## src/rtl/shared_reg_arbiter.sv

```systemverilog
// Round-robin arbiter that is the sole write path into one shared change-detecting register.
// Only effective changes are committed and counted; every accepted write gets a one-cycle acknowledge.
module shared_reg_arbiter #(
    parameter int NREQ  = 4,
    parameter int WIDTH = 8,
    parameter int CNT_W = 16
) (
    input  logic                  clk,
    input  logic                  reset,
    input  logic [NREQ-1:0]       req,
    input  logic [NREQ*WIDTH-1:0] wdata,
    output logic [NREQ-1:0]       gnt,
    output logic [WIDTH-1:0]      q,
    output logic                  changed,
    output logic [CNT_W-1:0]      change_count,
    output logic                  busy
);
    localparam int PW = (NREQ > 1) ? $clog2(NREQ) : 1;

    typedef enum logic {
        IDLE = 1'b0,
        ACK  = 1'b1
    } state_t;

    state_t           r_state;
    state_t           w_state_next;
    logic [PW-1:0]    r_ptr;
    logic [PW-1:0]    w_winner;
    logic [PW-1:0]    w_ptr_next;
    logic             w_any;
    logic             w_grant;
    logic [NREQ-1:0]  r_gnt;
    logic [WIDTH-1:0] r_q;
    logic             r_changed;
    logic [CNT_W-1:0] r_count;
    logic [WIDTH-1:0] w_wdata_arr [NREQ];
    logic [WIDTH-1:0] w_wdata_win;

    generate
        for (genvar gi = 0; gi < NREQ; gi++) begin : g_slice
            assign w_wdata_arr[gi] = wdata[gi*WIDTH +: WIDTH];
        end
    endgenerate

    // Scan from the lowest priority upward so the last hit is the highest-priority requester.
    always_comb begin
        logic [PW:0] idx;
        w_any    = 1'b0;
        w_winner = '0;
        idx      = '0;
        for (int k = NREQ - 1; k >= 0; k--) begin
            idx = {1'b0, r_ptr} + (PW+1)'(k);
            if (idx >= (PW+1)'(NREQ)) begin
                idx = idx - (PW+1)'(NREQ);
            end
            if (req[idx[PW-1:0]]) begin
                w_any    = 1'b1;
                w_winner = idx[PW-1:0];
            end
        end
    end

    assign w_ptr_next  = (w_winner == PW'(NREQ - 1)) ? '0 : w_winner + 1'b1;
    assign w_wdata_win = w_wdata_arr[w_winner];

    always_comb begin
        w_state_next = r_state;
        w_grant      = 1'b0;
        case (r_state)
            IDLE: begin
                if (w_any) begin
                    w_state_next = ACK;
                    w_grant      = 1'b1;
                end
            end
            ACK:     w_state_next = IDLE;
            default: w_state_next = IDLE;
        endcase
    end

    // Asynchronous reset also discards a write committed at the preceding grant edge.
    always_ff @(posedge clk or posedge reset) begin
        if (reset) begin
            r_state   <= IDLE;
            r_ptr     <= '0;
            r_gnt     <= '0;
            r_q       <= '0;
            r_changed <= 1'b0;
            r_count   <= '0;
        end else begin
            r_state   <= w_state_next;
            r_gnt     <= '0;
            r_changed <= 1'b0;
            if (w_grant) begin
                r_gnt <= NREQ'(1) << w_winner;
                r_ptr <= w_ptr_next;
                if (w_wdata_win != r_q) begin
                    r_q       <= w_wdata_win;
                    r_changed <= 1'b1;
                    if (r_count != '1) begin
                        r_count <= r_count + 1'b1;
                    end
                end
            end
        end
    end

    assign gnt          = r_gnt;
    assign q            = r_q;
    assign changed      = r_changed;
    assign change_count = r_count;
    assign busy         = (r_state == ACK);

endmodule

```

## config.mk

```make
export PLATFORM = sky130hd
export DESIGN_NAME = shared_reg_arbiter
export DESIGN_NICKNAME = d
export VERILOG_FILES = /design/src/rtl/shared_reg_arbiter.sv
export SDC_FILE = /design/constraint.sdc
export NUM_CORES = 1
export LEC_CHECK = 0
export BUFFER_PORTS_ARGS = -buffer_cell sky130_fd_sc_hd__buf_2
export CAP_MARGIN = 20
export CELL_PAD_IN_SITES_DETAIL_PLACEMENT = 1
export CELL_PAD_IN_SITES_GLOBAL_PLACEMENT = 1
export CORE_MARGIN = 3
export CORE_UTILIZATION = 35
export CTS_BUF_LIST = sky130_fd_sc_hd__clkbuf_4 sky130_fd_sc_hd__clkbuf_8
export DETAILED_ROUTE_END_ITERATION = 12
export PLACE_DENSITY_LB_ADDON = 0.08
export SYNTH_ARGS = -nofsm -noshare
export SYNTH_HDL_FRONTEND = slang
export SYNTH_SLANG_ARGS = --single-unit
```

## constraint.sdc

```tcl
create_clock -name clk -period 2.8 [get_ports clk]
set_input_delay 0.28 -clock clk [delete_from_list [all_inputs] [get_ports clk]]
set_output_delay 0.28 -clock clk [all_outputs]
set_load 0.02 [all_outputs]
```

# After elaboration in Yosys (flattened, before gate mapping)
# Index checks and enable logic that the tools add are counted.
# totals
reg_bits	32
elab_cells	62
output_inout_bits	30
input_bits	38
# op_classes
n_bitwise	2
eq_ne	3
reduce_logical	2
n_addsub	9
order_cmp	9
mux	30
shift	1
# ops
cell	count
2-to-1 mux 2 bit	9
adder 16 x 1 -> 16 bit (second input constant)	1
binary-select mux 8 bit (select 2 bit)	1
2-to-1 mux 8 bit	2
!= test 16 bit (second input constant)	1
greater-or-equal comparator 3 bit (second input constant)	4
< comparator 2 x 3 -> 1 bit (second input constant)	4
2-to-1 mux 1 bit	12
binary-select mux 1 bit (select 2 bit)	4
!= test 8 bit	1
subtractor 2 x 1 -> 2 bit (second input constant)	4
adder 2 x 2 -> 3 bit (second input constant)	2
2-to-1 mux 4 bit	1
<< shifter 1 x 2 -> 4 bit (first input constant)	1
adder 2 x 1 -> 3 bit (second input constant)	1
greater-or-equal comparator 2 x 3 -> 1 bit (second input constant)	1
NOT 2 -> 3 bit	1
AND reduction 3 bit	1
adder 2 x 1 -> 2 bit (second input constant)	1
equality test 2 bit (second input constant)	1
case mux 1 bit (2 select lines)	1
AND reduction 2 bit	1
NOT 1 bit	1

# Depth between registers and ports, before layout
# depth
ltp_word	16
mapped_depth	12
mapped_depth_nobuf	10

# Worst setup path before layout
# Ideal clock, no wire load.
# synth_path
kind	register to register
startpoint	reg r_ptr[1]
endpoint	reg r_q[0] (netlist: q[0])
t_required_ns	2.672
n_path_buf	1
stages_incl_launch_ff	11
synth_period_minus_slack_ns	2.748
path_slack_ns	0.052
arrival_time_ns	2.620
setup_ns	0.128
path_cell_list	dfrtp_1 -> nand2_1 -> a211o_1 -> and3_4 -> or4_1 -> nand4_1 -> o21ai_1 -> nor4_4 -> nand2b_1 -> buf_4 -> mux2_1
# synth_between
elab_chain_len	15
word_cells_on_any_way	39
classes_between	add/sub (7); order compare (4); eq/ne (1); mux (25); bitwise (1); reduce/logical (1)
# synth_lines
element	line_no	rtl
start: declaration	27	logic [PW-1:0] r_ptr;
start signal: assignment	96	r_ptr <= w_ptr_next;
adder 2 x 2 -> 3 bit	52	idx = {1'b0, r_ptr} + (PW+1)'(k);
greater-or-equal comparator 3 bit or subtractor 2 x 1 -> 2 bit (tied branches)	53, 54	
2-to-1 mux 2 bit	53	if (idx >= (PW+1)'(NREQ)) begin
binary-select mux 1 bit (select 2 bit)	56	if (req[idx[PW-1:0]]) begin
2-to-1 mux 1 bit (implied by the code)	56	
2-to-1 mux 2 bit (4 in a row)	56	
NOT 2 -> 3 bit (implied by the code)	64	assign w_wdata_win = w_wdata_arr[w_winner];
binary-select mux 8 bit (select 2 bit)	64	
2-to-1 mux 8 bit (implied by the code) (2 in a row)	64	
!= test 8 bit	97	if (w_wdata_win != r_q) begin
AND reduction 2 bit (no source line)	n/a	
end signal: assignment	98	r_q <= w_wdata_win;
end: declaration	33	logic [WIDTH-1:0] r_q;
# Several ways; a longest one is shown, not always the timed one. The select of a mux whose other input is x is not followed.
# A chain may end at the register's enable or synchronous reset.

# Worst setup path in the final report
# layout_path
startpoint	reg r_ptr[0]
endpoint	reg r_q[6] (netlist: q[6])
# The elaborated chain is that of the path after synthesis.

==> flow_metrics.env <==
export IMPL_maxSlewViolCount=0
export IMPL_first_global_vias=2143
export IMPL_ys_types=47
export IMPL_fillers=671
export IMPL_vias_per_cell=5.31
export IMPL_fp_dieH_um=83.1
export IMPL_hold_path_class="in -> async"
export IMPL_core_sq_mm=0.00564
export IMPL_cts_root_buf="clkbuf_8"
export IMPL_postCtsHoldBufs=0
export IMPL_worstMarginPinSlew_ps=827
export IMPL_synth_top_area_frac=0.385
export IMPL_violations="setup timing"
export IMPL_port_buffers=67
export IMPL_place_area_sq_mm=0.00268
export IMPL_synth_nets=257
export IMPL_postSynth_asyncResetShare=1.00
export IMPL_yosys_warnings=0
export IMPL_syn2layout_area_growth_pct=49.2
export IMPL_min_period_over_period=1.01
export IMPL_dieArea_sq_mm=0.00690
export IMPL_clock_sinks=32
export IMPL_postLayoutCoreUtil=0.550
export IMPL_ys_seq_area_frac=0.385
export IMPL_hold_viol=0
export IMPL_critical_path_endpoint_type="flop"
export IMPL_power_mw=2.83
export IMPL_grtUsageTotal=0.183
export IMPL_rsz0062_at_grt="yes"
export IMPL_synth_top_cell_by_area="dfrtp_1"
export IMPL_die_x_um=83.1
export IMPL_yosysMostFrequentCell="dfrtp_1"
export IMPL_slew_headroom=0.446
export IMPL_fin_setup_tns_ps=-233
export IMPL_syn_area_sq_mm=0.00208
export IMPL_worstSkewPairLatency_ps=270
export IMPL_rows=27
export IMPL_multi_input_area_sq_mm=0.00137
export IMPL_diodes=0
export IMPL_drive_gt1_frac=0.484
export IMPL_syn_area_per_cell_sq_um=9.72
export IMPL_fin_cells=394
export IMPL_fin_crit_ps=2840
export IMPL_htree_levels=2
export IMPL_status="finished, violations left"
export IMPL_grt_max_degree=33
export IMPL_cts_tree="done"
export IMPL_whs_ps=89.9
export IMPL_drt_wirelength_per_cell_um=16.8
export IMPL_grt_pass1_wl_um=10500
export IMPL_routed_wl_um=6610
export IMPL_place_ws_ps=-203
export IMPL_fin_ws_ps=-42.0
export IMPL_synth_cells=214
export IMPL_synth_ff_type="dfrtp_1"
export IMPL_via_count=2093
export IMPL_worstSetupStartpointType="flop"
export IMPL_netlist_top_cells_area="dfrtp_1 39%, xor2_1 6.3%, mux2_1 4.3%"
export IMPL_gp_congestion=0.794
export IMPL_vdd_ir_drop_max_v=0.000425
export IMPL_worstPathRequired_ps=2960
export IMPL_drc_errors=0
export IMPL_io_pin_count=68
export IMPL_synth_seq_cells=32
export IMPL_synth_enable_flop_cells=0
export IMPL_yosys_top_cells_count="32 x dfrtp_1, 15 x xor2_1, 13 x and3_1"
export IMPL_grt_overflow=0
export IMPL_seqCellArea_sq_um=802
export IMPL_crit_type="reg -> reg"
export IMPL_numCtsBuffers=5
export IMPL_ant_nets=0
export IMPL_cp_arrival_ps=3000
export IMPL_antenna_found_initial=0
export IMPL_dr_pass1_iters=5
export IMPL_cts_max_path_buffers=2
export IMPL_clk_pin_slew_ps=70
export IMPL_critPathMaxFanout=4
export IMPL_cellPowerDensity_mw_per_mm2=913
export IMPL_cap_violations=0
export IMPL_final_nets=365
export IMPL_dp_cells=374
export IMPL_max_freq_mhz=352
export IMPL_skew_ps=6.02
export IMPL_setup_viol=8
export IMPL_dpl_hpwl_um=4790
export IMPL_floorplan_initialDensity=0.369
export IMPL_drt_iter0_markers=76
export IMPL_power_leakage_nw=1.65
export IMPL_stdcell_area_sq_mm=0.00310
final cells by class:
| class | instances | area share |
|---|---|---|
| Multi-Input combinational cell | 166 | 0.441 |
| Sequential cell | 32 | 0.259 |
| Timing Repair Buffer | 108 | 0.233 |
| Tap cell | 72 | 0.0290 |
| Clock buffer | 6 | 0.0246 |
| Inverter | 9 | 0.0121 |
| Clock inverter | 1 | 0.00161 |
per-layer routing:
metal  part of all wire  global-route usage  vias up
met5                  0                   0        -
met3              0.051              0.0397        2
met1               0.47               0.257     1030
met2               0.47               0.294       49
met4             0.0021              0.0267        0
li1                   -                   -     1012
state kept, by name (all words and copies together) (netlist names):
name,flops
changed,1
q,8
r_ptr,2
change_count,16
busy,1
gnt,4
cell usage in the layout, fill, tap and decap left out, drive strengths merged, types with 4 or more instances in the layout:
cell type | synthesis | final
clkbuf | 1 | 7
a211oi | 7 | 7
a21boi | 7 | 7
o211a | 4 | 4
inv | 8 | 8
nand2 | 6 | 6
a21oi | 5 | 5
buf | 7 | 107
a211o | 4 | 5
xor2 | 15 | 15
nor2b | 4 | 4
mux2i | 4 | 4
nor3 | 9 | 9
mux2 | 10 | 10
dfrtp | 32 | 32
o21ai | 8 | 8
a21o | 6 | 6
ha | 5 | 5
and2 | 6 | 6
nand3 | 6 | 6
and3 | 14 | 14
nand4 | 7 | 7
nor2 | 10 | 10
path summary, 6_finish.rpt:
kind,depth (start not counted),to,slack (ps),startpoint
max,11,q[6],-40,r_ptr[0]
min in group clk,1,change_count[12],480,change_count[12]
min,3,change_count[0],90,reset
min reg2reg,1,change_count[12],480,change_count[12]
max in group asynchronous,3,r_ptr[0],2380,reset
max reg2reg,11,q[6],-40,r_ptr[0]
worst max-delay path, cell delays in order (launching register included):
cell and delay [ps]:
dfrtp_2 450, nor2b_4 170, nor2_2 50, o221a_4 250
buf_6 130, or4_4 490, nand4_1 120, o21ai_2 90
nor4_4 330, nand2b_4 220, buf_6 130, mux2_4 300
power breakdown:
part / switching [mW] / internal [mW] / total, mW
sequential: 0.152 / 0.608 / 0.760
combinational: 0.886 / 0.844 / 1.73
clock: 0.163 / 0.179 / 0.341
total: 1.20 / 1.63 / 2.83
timing repair:
action / 4_1_cts / 5_1_grt
buffers inserted: 3 / 8
pin swaps: 3 / 3
setup endpoints to repair: 16 / 22
gates cloned: 1 / 1
resized for setup: 15 / 39
cells by family after synthesis:
logic type,after synthesis,synth area share
compound gates,52,0.184
xor+xnor,15,0.0632
fa+ha+maj,5,0.0301
buf+inv,17,0.0355
flops,32,0.385
mux,14,0.0734
simple gates,79,0.229
(Power assumes the default switching activity.)
